## src/rtl/mux_scan_ctrl_if.sv

```systemverilog
// Bus between the scan sequencer and its user: run/hold controls in,
// mux select, row enables, output enable and frame pulse out.
`timescale 1ns/1ps
interface mux_scan_ctrl_if #(
    parameter int NUM_SRC = 10
);
    logic               SC_SCANCTRL_enable_In;
    logic               SC_SCANCTRL_hold_In;
    logic [3:0]         SC_SCANCTRL_select_OutBUS;
    logic [NUM_SRC-1:0] SC_SCANCTRL_row_OutBUS;
    logic               SC_SCANCTRL_oe_Out;
    logic               SC_SCANCTRL_frameDone_Out;

    modport master (
        output SC_SCANCTRL_enable_In,
        output SC_SCANCTRL_hold_In,
        input  SC_SCANCTRL_select_OutBUS,
        input  SC_SCANCTRL_row_OutBUS,
        input  SC_SCANCTRL_oe_Out,
        input  SC_SCANCTRL_frameDone_Out
    );

    modport slave (
        input  SC_SCANCTRL_enable_In,
        input  SC_SCANCTRL_hold_In,
        output SC_SCANCTRL_select_OutBUS,
        output SC_SCANCTRL_row_OutBUS,
        output SC_SCANCTRL_oe_Out,
        output SC_SCANCTRL_frameDone_Out
    );
endinterface

```

## src/rtl/mux_scan_ctrl.sv

```systemverilog
// LED-matrix row multiplexer sequencer: steps the source select with a blanked
// lead-in per slot, drives one-hot rows / output enable, pulses at frame wrap.
`timescale 1ns/1ps
module mux_scan_ctrl #(
    parameter int NUM_SRC = 10,
    parameter int DWELL   = 1000,
    parameter int BLANK   = 16,
    parameter int CNT_W   = 16
) (
    input  logic         SC_SCANCTRL_CLOCK_50,
    input  logic         SC_SCANCTRL_RESET_InLow,
    mux_scan_ctrl_if.slave bus
);
    typedef enum logic [1:0] {
        ST_IDLE,
        ST_BLANK,
        ST_SHOW
    } state_t;

    localparam logic [3:0]       SEL_LAST   = 4'(NUM_SRC - 1);
    localparam logic [CNT_W-1:0] BLANK_LAST = CNT_W'(BLANK - 1);
    localparam logic [CNT_W-1:0] DWELL_LAST = CNT_W'(DWELL - 1);
    localparam logic [CNT_W-1:0] HOLD_CNT   = CNT_W'(BLANK);

    state_t             state, state_nxt;
    logic [CNT_W-1:0]   cnt, cnt_nxt;
    logic [3:0]         sel, sel_nxt;
    logic [NUM_SRC-1:0] row, row_nxt;
    logic               oe, oe_nxt;
    logic               frame_done, frame_done_nxt;

    always_ff @(posedge SC_SCANCTRL_CLOCK_50 or negedge SC_SCANCTRL_RESET_InLow) begin
        if (!SC_SCANCTRL_RESET_InLow) begin
            state      <= ST_IDLE;
            cnt        <= '0;
            sel        <= '0;
            row        <= '0;
            oe         <= 1'b0;
            frame_done <= 1'b0;
        end else begin
            state      <= state_nxt;
            cnt        <= cnt_nxt;
            sel        <= sel_nxt;
            row        <= row_nxt;
            oe         <= oe_nxt;
            frame_done <= frame_done_nxt;
        end
    end

    always_comb begin
        state_nxt      = state;
        cnt_nxt        = cnt;
        sel_nxt        = sel;
        frame_done_nxt = 1'b0;

        if (!bus.SC_SCANCTRL_enable_In) begin
            // Dropping enable wins over slot end and hold.
            state_nxt = ST_IDLE;
            cnt_nxt   = '0;
            sel_nxt   = '0;
        end else begin
            case (state)
                ST_IDLE: begin
                    state_nxt = ST_BLANK;
                    cnt_nxt   = '0;
                end
                ST_BLANK: begin
                    cnt_nxt = cnt + 1'b1;
                    if (cnt == BLANK_LAST) begin
                        state_nxt = ST_SHOW;
                    end
                end
                ST_SHOW: begin
                    if (cnt != DWELL_LAST) begin
                        cnt_nxt = cnt + 1'b1;
                    end else if (bus.SC_SCANCTRL_hold_In) begin
                        // Re-run the lit part of the same slot; no blank since data is unchanged.
                        cnt_nxt = HOLD_CNT;
                    end else begin
                        state_nxt = ST_BLANK;
                        cnt_nxt   = '0;
                        if (sel == SEL_LAST) begin
                            sel_nxt        = '0;
                            frame_done_nxt = 1'b1;
                        end else begin
                            sel_nxt = sel + 4'd1;
                        end
                    end
                end
                default: begin
                    state_nxt = ST_IDLE;
                    cnt_nxt   = '0;
                    sel_nxt   = '0;
                end
            endcase
        end

        row_nxt = '0;
        oe_nxt  = 1'b0;
        if (state_nxt == ST_SHOW) begin
            oe_nxt  = 1'b1;
            row_nxt = NUM_SRC'(1) << sel_nxt;
        end
    end

    assign bus.SC_SCANCTRL_select_OutBUS = sel;
    assign bus.SC_SCANCTRL_row_OutBUS    = row;
    assign bus.SC_SCANCTRL_oe_Out        = oe;
    assign bus.SC_SCANCTRL_frameDone_Out = frame_done;
endmodule

```

## src/flat_wrapper.sv

```systemverilog
// flat-port wrapper written by rule: the top's interface ports become plain ports
module mux_scan_ctrl_flat 
#(
    parameter int NUM_SRC = 10,
    parameter int DWELL   = 1000,
    parameter int BLANK   = 16,
    parameter int CNT_W   = 16
)
  (SC_SCANCTRL_CLOCK_50, SC_SCANCTRL_RESET_InLow, bus_SC_SCANCTRL_enable_In, bus_SC_SCANCTRL_hold_In, bus_SC_SCANCTRL_select_OutBUS, bus_SC_SCANCTRL_row_OutBUS, bus_SC_SCANCTRL_oe_Out, bus_SC_SCANCTRL_frameDone_Out);
  mux_scan_ctrl_if #(.NUM_SRC(NUM_SRC)) bus_i ();
  input  logic SC_SCANCTRL_CLOCK_50;
  input  logic SC_SCANCTRL_RESET_InLow;
  input wire logic [$bits(bus_i.SC_SCANCTRL_enable_In)-1:0] bus_SC_SCANCTRL_enable_In;
  input wire logic [$bits(bus_i.SC_SCANCTRL_hold_In)-1:0] bus_SC_SCANCTRL_hold_In;
  output wire logic [$bits(bus_i.SC_SCANCTRL_select_OutBUS)-1:0] bus_SC_SCANCTRL_select_OutBUS;
  output wire logic [$bits(bus_i.SC_SCANCTRL_row_OutBUS)-1:0] bus_SC_SCANCTRL_row_OutBUS;
  output wire logic [$bits(bus_i.SC_SCANCTRL_oe_Out)-1:0] bus_SC_SCANCTRL_oe_Out;
  output wire logic [$bits(bus_i.SC_SCANCTRL_frameDone_Out)-1:0] bus_SC_SCANCTRL_frameDone_Out;
  assign bus_i.SC_SCANCTRL_enable_In = bus_SC_SCANCTRL_enable_In;
  assign bus_i.SC_SCANCTRL_hold_In = bus_SC_SCANCTRL_hold_In;
  assign bus_SC_SCANCTRL_select_OutBUS = bus_i.SC_SCANCTRL_select_OutBUS;
  assign bus_SC_SCANCTRL_row_OutBUS = bus_i.SC_SCANCTRL_row_OutBUS;
  assign bus_SC_SCANCTRL_oe_Out = bus_i.SC_SCANCTRL_oe_Out;
  assign bus_SC_SCANCTRL_frameDone_Out = bus_i.SC_SCANCTRL_frameDone_Out;
  mux_scan_ctrl #(.NUM_SRC(NUM_SRC), .DWELL(DWELL), .BLANK(BLANK), .CNT_W(CNT_W)) u_core (.SC_SCANCTRL_CLOCK_50(SC_SCANCTRL_CLOCK_50), .SC_SCANCTRL_RESET_InLow(SC_SCANCTRL_RESET_InLow), .bus(bus_i));
endmodule
```

## config.mk

```make
export PLATFORM = sky130hd
export DESIGN_NAME = mux_scan_ctrl_flat
export DESIGN_NICKNAME = d
export VERILOG_FILES = /design/src/rtl/mux_scan_ctrl_if.sv /design/src/rtl/mux_scan_ctrl.sv /design/src/flat_wrapper.sv
export SDC_FILE = /design/constraint.sdc
export NUM_CORES = 1
export LEC_CHECK = 0
export ABC_CLOCK_PERIOD_IN_PS = 2200
export BUFFER_PORTS_ARGS = -buffer_cell sky130_fd_sc_hd__buf_2
export CAP_MARGIN = 40
export CORE_MARGIN = 1.5
export CORE_UTILIZATION = 46
export CTS_CLUSTER_DIAMETER = 120
export DETAILED_ROUTE_END_ITERATION = 8
export PLACE_DENSITY = 0.77
export SETUP_SLACK_MARGIN = 0.2
export SLEW_MARGIN = 5
export SYNTH_ARGS = -nofsm -noshare
export SYNTH_HDL_FRONTEND = slang
export SYNTH_SLANG_ARGS = --single-unit
```

## constraint.sdc

```tcl
create_clock -name SC_SCANCTRL_CLOCK_50 -period 2.2 [get_ports SC_SCANCTRL_CLOCK_50]
set_input_delay 0.44 -clock SC_SCANCTRL_CLOCK_50 [delete_from_list [all_inputs] [get_ports SC_SCANCTRL_CLOCK_50]]
set_output_delay 0.44 -clock SC_SCANCTRL_CLOCK_50 [all_outputs]
set_load 0.05 [all_outputs]
```

# [Word-level counts from Yosys, hierarchy flattened]
# Cells that the tools add are included.
[classes] n_addsub=2 eq_ne=6 shift=1 muxes=21 reduce_logical=2
[ops] cell="two-way mux 16 bit" count=2
[ops] cell="one-hot mux 16 bit (2 select lines)" count=1
[ops] cell="adder 16 x 1 -> 16 bit, second input constant" count=1
[ops] cell="equality test 16 x 4 -> 1 bit, second input constant" count=1
[ops] cell="two-way mux 4 bit" count=4
[ops] cell="inequality test 16 x 10 -> 1 bit, second input constant" count=1
[ops] cell="two-way mux 10 bit" count=1
[ops] cell="<< shifter 1 x 4 -> 10 bit, first input constant" count=1
[ops] cell="two-way mux 2 bit" count=4
[ops] cell="one-hot mux 4 bit (2 select lines)" count=1
[ops] cell="two-way mux 1 bit" count=6
[ops] cell="one-hot mux 2 bit (3 select lines)" count=1
[ops] cell="two-way mux 5 bit" count=1
[ops] cell="adder 4 x 1 -> 4 bit, second input constant" count=1
[ops] cell="equality test 2 bit, second input constant" count=2
[ops] cell="equality test 4 bit, second input constant" count=1
[ops] cell="equality test 2 x 1 -> 1 bit, second input constant" count=1
[ops] cell="logical NOT 2 bit" count=1
[ops] cell="OR reduction 2 bit" count=1
[totals] reg_bits=34 in_bits=4

# [Depth between registers and ports, before layout]
# Gate-level depths: netlist of run 1.
[depth] word_depth=8 depth_mapped=10 mapped_depth_nobuf=9

# [Worst setup path after synthesis of run 1]
# No wires, ideal clock.
[synth_timing] path_type="register to register" startpoint="register u_core.cnt[10]" endpoint="register u_core.row[9], in the netlist u_core.bus.SC_SCANCTRL_row_OutBUS[9]" setup_time_ns=0.086 t_arrival_ns=2.224 t_required_ns=2.114 path_slack_ns=-0.110 stages_incl_launch_ff=8 period_less_slack_ns=2.310 cell_sequence="dfrtp_1 buf_2 or4_1 nor4_4 mux2i_1 nand2_1 a221o_1 nor3_1"
[synth_via] elab_chain_len=6 elab_cells_between_ends=12 cone_classes="eq/ne: 3; shift: 1; mux: 8"
[synth_rtl] item="from (decl)" line_no="mux_scan_ctrl.sv:26" rtl="logic [CNT_W-1:0] cnt, cnt_nxt;"
[synth_rtl] item="from (signal assigned)" line_no="mux_scan_ctrl.sv:42" rtl="cnt <= cnt_nxt;"
[synth_rtl] item="inequality test 16 x 10 -> 1 bit / equality test 16 x 4 -> 1 bit (equally long branches)" line_no="mux_scan_ctrl.sv:74, mux_scan_ctrl.sv:69"
[synth_rtl] item="two-way mux 2 bit (tied with other cells)" line_no="mux_scan_ctrl.sv:74" rtl="if (cnt != DWELL_LAST) begin"
[synth_rtl] item="one-hot mux 2 bit (3 select lines) / one-hot mux 4 bit (2 select lines) (equally long branches)" line_no="mux_scan_ctrl.sv:62" rtl="case (state)"
[synth_rtl] item="two-way mux 2 bit / two-way mux 4 bit (equally long branches)" line_no="mux_scan_ctrl.sv:56" rtl="if (!bus.SC_SCANCTRL_enable_In) begin"
[synth_rtl] item="equality test 2 bit / << shifter 1 x 4 -> 10 bit (equally long branches)" line_no="mux_scan_ctrl.sv:100, mux_scan_ctrl.sv:102"
[synth_rtl] item="two-way mux 10 bit *" line_no="mux_scan_ctrl.sv:100" rtl="if (state_nxt == ST_SHOW) begin"
[synth_rtl] item="via u_core.row_nxt[9]" line_no="mux_scan_ctrl.sv:28" rtl="logic [NUM_SRC-1:0] row, row_nxt;"
[synth_rtl] item="to (signal assigned)" line_no="mux_scan_ctrl.sv:44" rtl="row <= row_nxt;"
[synth_rtl] item="to (decl)" line_no="mux_scan_ctrl.sv:28"
# Mark *: on every way through the listed nets, which the timed path passes. The rest lies on a longest branch.

# [Final worst setup path of run 1]
[layout_timing] startpoint="register u_core.cnt[11]" endpoint="register u_core.row[5], in the netlist u_core.bus.SC_SCANCTRL_row_OutBUS[5]"
# Same word-level chain as after synthesis.

==> results of run 1 <==
[stage by stage]
step	setup slack [ns]	area (um^2)	utilization (%)	cells	TNS, ns
6_report	-0.108	2710	71.8	297	-0.685
3_3_place_gp	-0.0805	2200	58.3	275	-0.439
4_1_cts	-0.0252	2460	65.3	291	-0.0662
3_5_place_dp	-0.203	2200	58.3	275	-0.701
5_1_grt	-0.152	2710	71.8	297	-2.16
2_1_floorplan	-0.0703	1900	-	191	-0.211
[cell families (layout without fill, tap and decap cells)]
| group | Yosys count | in the layout | synth area share (%) |
|---|---|---|---|
| fa+ha+maj | 5 | 5 | 3.34 |
| mux | 3 | 3 | 1.67 |
| buf+inv | 19 | 77 | 4.48 |
| compound gates | 25 | 25 | 9.50 |
| flops | 34 | 34 | 45.5 |
| xor+xnor | 15 | 15 | 7.02 |
| simple gates | 90 | 90 | 28.5 |
[what timing repair did]
action	in CTS	in global routing
resized for setup	23	47
pin swaps	19	18
cloned	1	0
buffers inserted	7	6
setup endpoints to repair	28	32
hold endpoints to repair	0	0
[layout make-up]
class | instances | share of cell area, %
clock buffer | 7 | 3.19
clock inverter | 1 | 0.185
inverter | 12 | 1.94
multi-input combinational | 138 | 45.1
sequential | 34 | 31.4
tap | 48 | 2.22
timing repair buffer | 57 | 16.0
[state kept, by name (all words and copies together) (netlist names)]
| register | count |
|---|---|
| u_core.cnt | 16 |
| u_core.state | 2 |
| u_core.bus.SC_SCANCTRL_frameDone_Out | 1 |
| u_core.bus.SC_SCANCTRL_select_OutBUS | 4 |
| u_core.bus.SC_SCANCTRL_oe_Out | 1 |
| u_core.bus.SC_SCANCTRL_row_OutBUS | 10 |
[metal layers]
layer / GRT usage (%) / vias up
li1: - / 783
met2: 34.5 / 87
met4: 14.3 / 0
met3: 5.74 / 24
met1: 32.8 / 856
met5: 0 / -
[worst paths after layout]
check                                                   from                                   end  slack, ns  depth (start not counted)
max                                           u_core.cnt[11]  u_core.bus.SC_SCANCTRL_row_OutBUS[5]      -0.11                          6
min                                  SC_SCANCTRL_RESET_InLow                         u_core.cnt[2]       0.22                          1
max reg2reg                                   u_core.cnt[11]  u_core.bus.SC_SCANCTRL_row_OutBUS[5]      -0.11                          6
min reg2reg                                    u_core.cnt[0]                         u_core.cnt[0]       0.56                          2
max in group asynchronous            SC_SCANCTRL_RESET_InLow                       u_core.state[1]       1.50                          1
min in group SC_SCANCTRL_CLOCK_50  bus_SC_SCANCTRL_enable_In                         u_core.cnt[4]       0.48                          3
[Yosys cell counts (all sizes together) (2+ instances only)]
master  instances
ha              5
xnor2           7
a22o            2
buf             5
and3            2
nor3           10
clkbuf          2
inv            12
nand3           8
nor2b           2
xor2            8
nand2          13
a31oi           2
or4             2
nand4           3
dfrtp          34
or2             3
a21oi           5
o31a            2
mux2i           2
nor4           10
nand2b          5
nor2           25
o21ai           6
[power by group through the flow]
stage / Combinational, W / Sequential (W) / Clock, W
after floorplan: 0.0000258 / 0.000641 / 0
after global placement: 0.0000575 / 0.000641 / 0
after detailed placement: 0.0000580 / 0.000641 / 0
after CTS: 0.0000655 / 0.000629 / 0.000480
after global routing: 0.0000853 / 0.000629 / 0.000509
final: 0.0000785 / 0.000629 / 0.000480
==> summary.md, run 1 <==
| Metric | Value |
|---|---|
| Outcome | `finished, violations left` |
| Failing checks | `setup timing` |
| Syn Area/Cell | `9.79 um^2` |
| Worst-margin pin slew | `0.756 ns` |
| Area contributors post-synth | `dfrtp_1 (45%), nor2_1 (5.0%), xor2_1 (3.7%), nor4_4 (3.4%), ha_1 (3.3%)` |
| Leakage power | `1.18 nW` |
| Largest net degree at the start of global routing | `35` |
| Global Route Usage Sum | `24.0%` |
| Gate count of the mapped netlist | `191` |
| Worst skew pair latency | `0.29 ns` |
| Synth area leader | `dfrtp_1` |
| Slowest Stage Delay on Critical Path | `0.54 ns` |
| Crit path DAT | `2.51 ns` |
| Unique masters post-synth | `46` |
| Post-Syn Nets | `200` |
| Final GP Congestion | `0.859` |
| Most used DFF post-synth | `dfrtp_1` |
| Vias post-DR | `1750` |
| RSZ-0062 raised after global routing | `yes` |
| Met2 Routed Length | `2.68 mm` |
| Number of diodes | `0` |
| Detailed router's first-iteration violation count | `156` |
| Area delta synth->final | `44.8%` |
| Async S/R FF share, synth | `100%` |
| Most frequent cells in the layout | `dfrtp_1 (34), buf_4 (30), buf_2 (19)` |
| Die extent in x | `66.8 um` |
| IO Count | `20` |
| Gr ovfl total | `0` |
| Most common cell after layout, fill and taps aside | `dfrtp_1` |
| Register area | `851 um^2` |
| Sw Ratio | `23.8%` |
| Root buffer cell | `clkbuf_8` |
| TritonCTS clock tree | `built` |
| Worst min path class | `input port to async pin` |
| Pwr/cell area | `438 mW/mm^2` |
| CP endpoint kind | `flip-flop` |
| DR WL/cell | `19.1 um` |
| Clock share of power | `40.4%` |
| Met1 WL | `2.42 mm` |
| Core ar. | `0.00377 mm^2` |
| Pins over their slew limit | `0` |
| TritonCTS Sinks | `34` |
| Max Buffers Root-to-Sink | `2` |
| Total Wirelength | `5.67 mm` |
| Max frequency | `433 MHz` |
| Max Cap Violations | `0` |
| Area fraction of the dominant cell type after synthesis | `45.5%` |
| Multi-input gate area | `0.00122 mm^2` |
| Fin nets | `257` |
| Clock skew | `0.00494 ns` |
| Critical path's slowest cell | `or4_4` |
| Crit path max fanout | `4` |
| Layout fillers | `215` |
| Clk slew on worst S/H paths | `0.07 ns` |
| # DRC | `0` |
| Top Metal Used | `met4` |
| Critical Path RT | `2.41 ns` |
| Final Hold Vio Count | `0` |
| Cell family contributing the most delay on the critical path | `simple AND/OR/NAND/NOR gates` |
| H-tree Lvls | `2` |
| Vias per cell | `5.89` |
| First-pass GRT wire length | `7.78 mm` |
| Combinational Power Share | `6.6%` |
| Rows | `22` |
| Final setup viols | `26` |
| Crit Path Class | `flip-flop to flip-flop` |
| Dpl hpwl | `2.97 mm` |
| Met3 WL | `339 um` |
| P_int | `0.000905 W` |
| Hold buffer count at cts | `0` |
| CTS Buf Count | `5` |
| Vias in the first global route | `1632` |
| EDFF count, synth | `0` |
| Fin crit share | `105%` |
| Share of cells above drive strength 1 | `49.0%` |
| Seq/Total Area, Yosys | `45.5%` |
| VDD IR-drop max | `0.361 mV` |
| Register share of total power | `53.0%` |
| Critical Path Start Type | `flip-flop` |
| Crit path time final | `2.31 ns` |
| Total Power | `0.00119 W` |
| Slew margin rel. | `49.6%` |
| Die area | `0.00446 mm^2` |
| Sw power | `0.000283 W` |
| Synth Cell Area | `0.00187 mm^2` |
| Initial Util | `49.6%` |
| DR pass1 iterations | `5` |
| Flops & latches, synth | `34` |
| Hold_ws | `0.222 ns` |
| Initial antenna violation count | `0` |
| Ys Warns | `0` |
| Die height | `66.8 um` |
| Detail Route Antenna Nets | `0` |
| Final WS setup | `-0.108 ns` |
| CP Cell Sequence | `or4_4 -> nor4_4 -> mux2i_1 -> nand2_1 -> a221o_1 -> nor3_2` |
| I/O Buffers | `19` |
| Buf/Inv on CP | `0` |
Note: power is estimated with default switching activity, not from simulation.
==> run 2, diff against run 1 <==
CORE_UTILIZATION = 35   (was 46)
PLACE_DENSITY = 0.64   (was 0.77)
==> summary.md, run 2 (synthesized netlist as in run 1, its figures left out) <==
| Metric | Value |
|---|---|
| H-tree Lvls | `2` |
| Vias per cell | `5.03` |
| Vias post-DR | `1625` |
| TritonCTS Sinks | `34` |
| Fin nets | `261` |
| TritonCTS clock tree | `built` |
| Die extent in x | `76.1 um` |
| Most common cell after layout, fill and taps aside | `dfrtp_1` |
| DR pass1 iterations | `4` |
| # DRC | `0` |
| R2R cell count | `8` |
| Max frequency | `431 MHz` |
| First-pass GRT wire length | `7.66 mm` |
| Final Hold Vio Count | `0` |
| Final GP Congestion | `0.805` |
| Reg2Reg Setup Slack | `-0.12 ns` |
| Crit path max fanout | `5` |
| CP Cell Sequence | `or4_4 -> nor4_4 -> buf_4 -> buf_6 -> a211o_1 -> o31a_4 -> nand2_4 -> nor3_2` |
| Worst-margin pin slew | `0.763 ns` |
| IO Count | `20` |
| Max reg flops | `16` |
| Total Power | `0.00119 W` |
| Dpl hpwl | `3.00 mm` |
| Reg2Reg Capture Point | `u_core.bus.SC_SCANCTRL_row_OutBUS[8]` |
| Register area | `851 um^2` |
| Global Route Usage Sum | `16.4%` |
| Core ar. | `0.00514 mm^2` |
| RSZ-0062 raised after global routing | `yes` |
| Pins over their slew limit | `0` |
| Initial antenna violation count | `0` |
| CP endpoint kind | `flip-flop` |
| Crit path capture | `u_core.bus.SC_SCANCTRL_row_OutBUS[8]` |
| Critical path's slowest cell | `or4_4` |
| VDD IR-drop max | `0.409 mV` |
| Outcome | `finished, violations left` |
| Failing checks | `setup timing` |
| Detail Route Antenna Nets | `0` |
| Layout fillers | `469` |
| Clk slew on worst S/H paths | `0.08 ns` |
| Most frequent cells in the layout | `dfrtp_1 (34), buf_4 (30), buf_2 (19)` |
| Crit Path Class | `flip-flop to flip-flop` |
| DR WL/cell | `15.5 um` |
| Critical Path RT | `2.41 ns` |
| Non-Filler Instances | `323` |
| Crit path DAT | `2.53 ns` |
| Vias in the first global route | `1598` |
| Slew margin rel. | `49.1%` |
| Fin crit share | `106%` |
| Placed Cells | `300` |
| Pwr/cell area | `426 mW/mm^2` |
| Die height | `76.1 um` |
| Area delta synth->final | `49.1%` |
| Critical path launch point | `u_core.cnt[11]` |
| Share of cells above drive strength 1 | `48.2%` |
| Max Cap Violations | `0` |
| CTS Buf Count | `5` |
| I/O Buffers | `19` |
| Rows | `26` |
| Largest net degree at the start of global routing | `35` |
| Reg-to-Reg Start | `u_core.cnt[11]` |
| Gr ovfl total | `0` |
| Critical Path Start Type | `flip-flop` |
| Max Buffers Root-to-Sink | `2` |
| Initial Util | `36.4%` |
| Crit path time final | `2.32 ns` |
| Clock skew | `0.00706 ns` |
| Detailed router's first-iteration violation count | `90` |
| Total Wirelength | `5.02 mm` |
| Die area | `0.00579 mm^2` |
| Final WS setup | `-0.122 ns` |
| Leakage power | `1.22 nW` |
| Slowest Stage Delay on Critical Path | `0.54 ns` |
| Number of diodes | `0` |
| Root buffer cell | `clkbuf_8` |
| Multi-input gate area | `0.00122 mm^2` |
| Final setup viols | `9` |
| Worst skew pair latency | `0.29 ns` |
| TNS Setup | `-0.732 ns` |
| Top reg by flops | `u_core.cnt` |
| Hold buffer count at cts | `0` |
| Worst min path class | `input port to async pin` |
[run 2: through the flow]
stage	setup slack, ns	cell area [um^2]	hold WS, ns	utilization (%)
after floorplan	-0.0703	1900	0.144	-
after global placement	-0.114	2250	0.520	43.7
after detailed placement	-0.106	2250	0.533	43.7
after CTS	-0.0944	2540	0.250	49.4
after global routing	-0.250	2790	0.274	54.3
final	-0.122	2790	0.211	54.3
[run 2: worst max-delay path: cells and delay by family (launching register included)]
kind / cells / cell delay, ns
AO/OA/AOI/OAI: 2 / 0.35
buffers and inverters: 2 / 0.27
AND/OR/NAND/NOR: 4 / 1.17
flip-flops: 1 / 0.43
[run 2: power breakdown]
group / internal [W] / leakage [nW] / switching [W]
clock: 0.000222 / 0.0441 / 0.000260
sequential: 0.000626 / 0.473 / 0.00000232
combinational: 0.0000255 / 0.697 / 0.0000502
total: 0.000874 / 1.22 / 0.000313
[run 2: routing by layer]
layer  global-route usage [%]  share of wire [%]  wire length, um  vias to the layer above
met1                     22.1                 46             2300                      806
met5                        0                  0                0                        -
met2                     26.2                 50             2500                       22
met3                     2.28                2.3              117                        8
met4                     7.59                2.1              103                        0
li1                         -                  -                -                      789
[run 2: layout make-up]
cell class / count / share of cell area (%)
multi-input cells: 138 / 43.9
flip-flops and latches: 34 / 30.5
repair buffers: 61 / 17.5
well taps: 70 / 3.14
clock buffers: 5 / 2.47
inverters: 12 / 1.79
clock inverters: 3 / 0.763
[run 2: worst min path at each step]
stage	from	endpoint	slack [ns]	depth (start not counted)
final	SC_SCANCTRL_RESET_InLow	u_core.cnt[0]	0.21	1
after global routing	SC_SCANCTRL_RESET_InLow	u_core.cnt[0]	0.27	1
after CTS	SC_SCANCTRL_RESET_InLow	u_core.cnt[0]	0.25	1
after detailed placement	u_core.cnt[0]	u_core.cnt[0]	0.53	2
after global placement	u_core.cnt[0]	u_core.cnt[0]	0.52	2
after floorplan	SC_SCANCTRL_RESET_InLow	u_core.bus.SC_SCANCTRL_frameDone_Out	0.14	0
[run 2: timing repair]
action                                  4_1_cts  5_1_grt
resized for setup                            43       29
gates cloned                                  0        1
endpoints found under the setup margin       27       32
setup buffers                                 4       10
pin swaps                                     8       10
hold endpoints to repair                      0        0
==> run 3, diff against run 2 <==
PLACE_DENSITY = 0.54   (was 0.64)
==> summary.md, run 3 (synthesized netlist as in run 1, its figures left out) <==
| Metric | Value |
|---|---|
| Pre-CTS WS | `-0.146 ns` |
| TritonCTS Sinks | `34` |
| Detail Route Antenna Nets | `0` |
| Clock share of power | `49.9%` |
| Register share of total power | `44.4%` |
| Initial antenna violation count | `0` |
| Largest net degree at the start of global routing | `35` |
| Number of diodes | `0` |
| Pwr/cell area | `491 mW/mm^2` |
| Dpl hpwl | `3.08 mm` |
| Die area | `0.00579 mm^2` |
| Non-Filler Instances | `329` |
| Rows | `26` |
| DR WL/cell | `14.3 um` |
| CP endpoint kind | `flip-flop` |
| Most frequent cells in the layout | `buf_4 (42), dfrtp_1 (34), buf_2 (19)` |
| Crit Path Class | `flip-flop to flip-flop` |
| Crit path max fanout | `3` |
| Global Route Usage Sum | `16.4%` |
| Fin nets | `267` |
| Critical Path Start Type | `flip-flop` |
| Hold_ws | `0.231 ns` |
| Slew margin rel. | `46.3%` |
| CTS Buf Count | `5` |
| First-pass GRT wire length | `7.49 mm` |
| Max reg flops | `16` |
| Final GP Congestion | `0.834` |
| Share of cells above drive strength 1 | `51.7%` |
| TritonCTS clock tree | `built` |
| I/O Buffers | `19` |
| Initial Util | `36.4%` |
| Most common cell after layout, fill and taps aside | `buf_4` |
| Max frequency | `456 MHz` |
| Die extent in x | `76.1 um` |
| P_int | `0.00111 W` |
| Max Buffers Root-to-Sink | `2` |
| Sw power | `0.000303 W` |
| Leakage power | `1.27 nW` |
| Top reg by flops | `u_core.cnt` |
| Die height | `76.1 um` |
| Final WS setup | `0.00716 ns` |
| Area delta synth->final | `53.9%` |
| Core ar. | `0.00514 mm^2` |
| Layout fillers | `468` |
| Crit path time final | `2.19 ns` |
| Root buffer cell | `clkbuf_8` |
| Worst-margin pin slew | `0.806 ns` |
| IO Count | `20` |
| Final Hold Vio Count | `0` |
| Vias per cell | `4.90` |
| Fin crit share | `99.7%` |
| Max Cap Violations | `0` |
| Worst skew pair latency | `0.29 ns` |
| Final setup viols | `0` |
| Combinational Power Share | `5.6%` |
| Crit path DAT | `2.41 ns` |
| Worst min path class | `input port to async pin` |
| Placed Cells | `309` |
| Vias post-DR | `1611` |
| Detailed router's first-iteration violation count | `118` |
| Fin util | `56.0%` |
| Total Wirelength | `4.69 mm` |
| H-tree Lvls | `2` |
| # DRC | `0` |
| VDD IR-drop max | `0.322 mV` |
| Critical Path RT | `2.42 ns` |
| Gr ovfl total | `0` |
| RSZ-0062 raised after global routing | `yes` |
| Hold buffer count at cts | `0` |
| Clk slew on worst S/H paths | `0.08 ns` |
| Sw Ratio | `21.5%` |
| Clock skew | `0.00779 ns` |
| Outcome | `complete, no violations` |
| Vias in the first global route | `1511` |
| DR pass1 iterations | `4` |
| Pins over their slew limit | `0` |
==> run 3: cell types whose count changed in the layout (fill, tap and decap cells not counted), sizes merged <==
cell,delta
bufinv,+2
buf,+6
clkinvlp,-1
clkinv,-1
==> run 3: worst paths after layout <==
check	startpoint	endpoint	slack (ns)	cells after the start
max	u_core.cnt[12]	u_core.bus.SC_SCANCTRL_row_OutBUS[9]	0.007	8
min in group SC_SCANCTRL_CLOCK_50	bus_SC_SCANCTRL_enable_In	u_core.bus.SC_SCANCTRL_frameDone_Out	0.42	3
max reg2reg	u_core.cnt[12]	u_core.bus.SC_SCANCTRL_row_OutBUS[9]	0.007	8
max in group asynchronous	SC_SCANCTRL_RESET_InLow	u_core.bus.SC_SCANCTRL_select_OutBUS[1]	1.46	1
min	SC_SCANCTRL_RESET_InLow	u_core.cnt[0]	0.23	1
min reg2reg	u_core.cnt[0]	u_core.cnt[0]	0.56	2
==> run 3: area by class of cell <==
cell class | count | area, um^2 | area share, %
well taps | 70 | 87.6 | 3.04
clock buffers | 5 | 68.8 | 2.39
clock inverters | 3 | 68.8 | 2.39
repair buffers | 67 | 500 | 17.4
multi-input cells | 138 | 1250 | 43.4
inverters | 12 | 52.6 | 1.83
flip-flops and latches | 34 | 851 | 29.6
==> run 3: stage by stage <==
stage	cell area [um^2]	total power, W	TNS (ns)
final	2880	0.00141	0
after floorplan	1900	0.000667	-0.211
after CTS	2600	0.00141	-0.690
after global placement	2320	0.000703	-0.901
after global routing	2880	0.00147	-0.494
after detailed placement	2320	0.000703	-1.01
==> run 3: power by group through the flow <==
| stage | combinational (W) | clock, W | sequential [W] |
|---|---|---|---|
| after global placement | 0.0000620 | 0 | 0.000641 |
| after global routing | 0.0000880 | 0.000756 | 0.000629 |
| after CTS | 0.0000629 | 0.000721 | 0.000629 |
| after floorplan | 0.0000258 | 0 | 0.000641 |
| after detailed placement | 0.0000619 | 0 | 0.000641 |
| final | 0.0000795 | 0.000706 | 0.000628 |
==> run 3: metal layers <==
metal  wire, um  share of wire, %  up-vias  track usage (%)
li1           -                 -      803                -
met1       2270                48      772             24.0
met4         68               1.5        0             5.56
met2       2220                47       30             24.2
met3        129               2.8        6             3.23
met5          0                 0        -                0
==> run 3: timing repair <==
| item | 4_1_cts | 5_1_grt |
|---|---|---|
| setup buffers | 5 | 6 |
| resized for setup | 18 | 54 |
| pin swaps | 12 | 11 |
| endpoints found under the hold margin | 0 | 0 |
| setup endpoints to repair | 28 | 32 |
| gates cloned | 0 | 1 |
==> run 3: critical path: stages (launching register included) <==
cell and delay [ns]:
dfrtp_1 0.38, or3_4 0.44, nor4_4 0.30, buf_4 0.17, nand4_1 0.14, buf_4 0.20
xnor2_4 0.16, o221ai_4 0.15, nor3_2 0.17
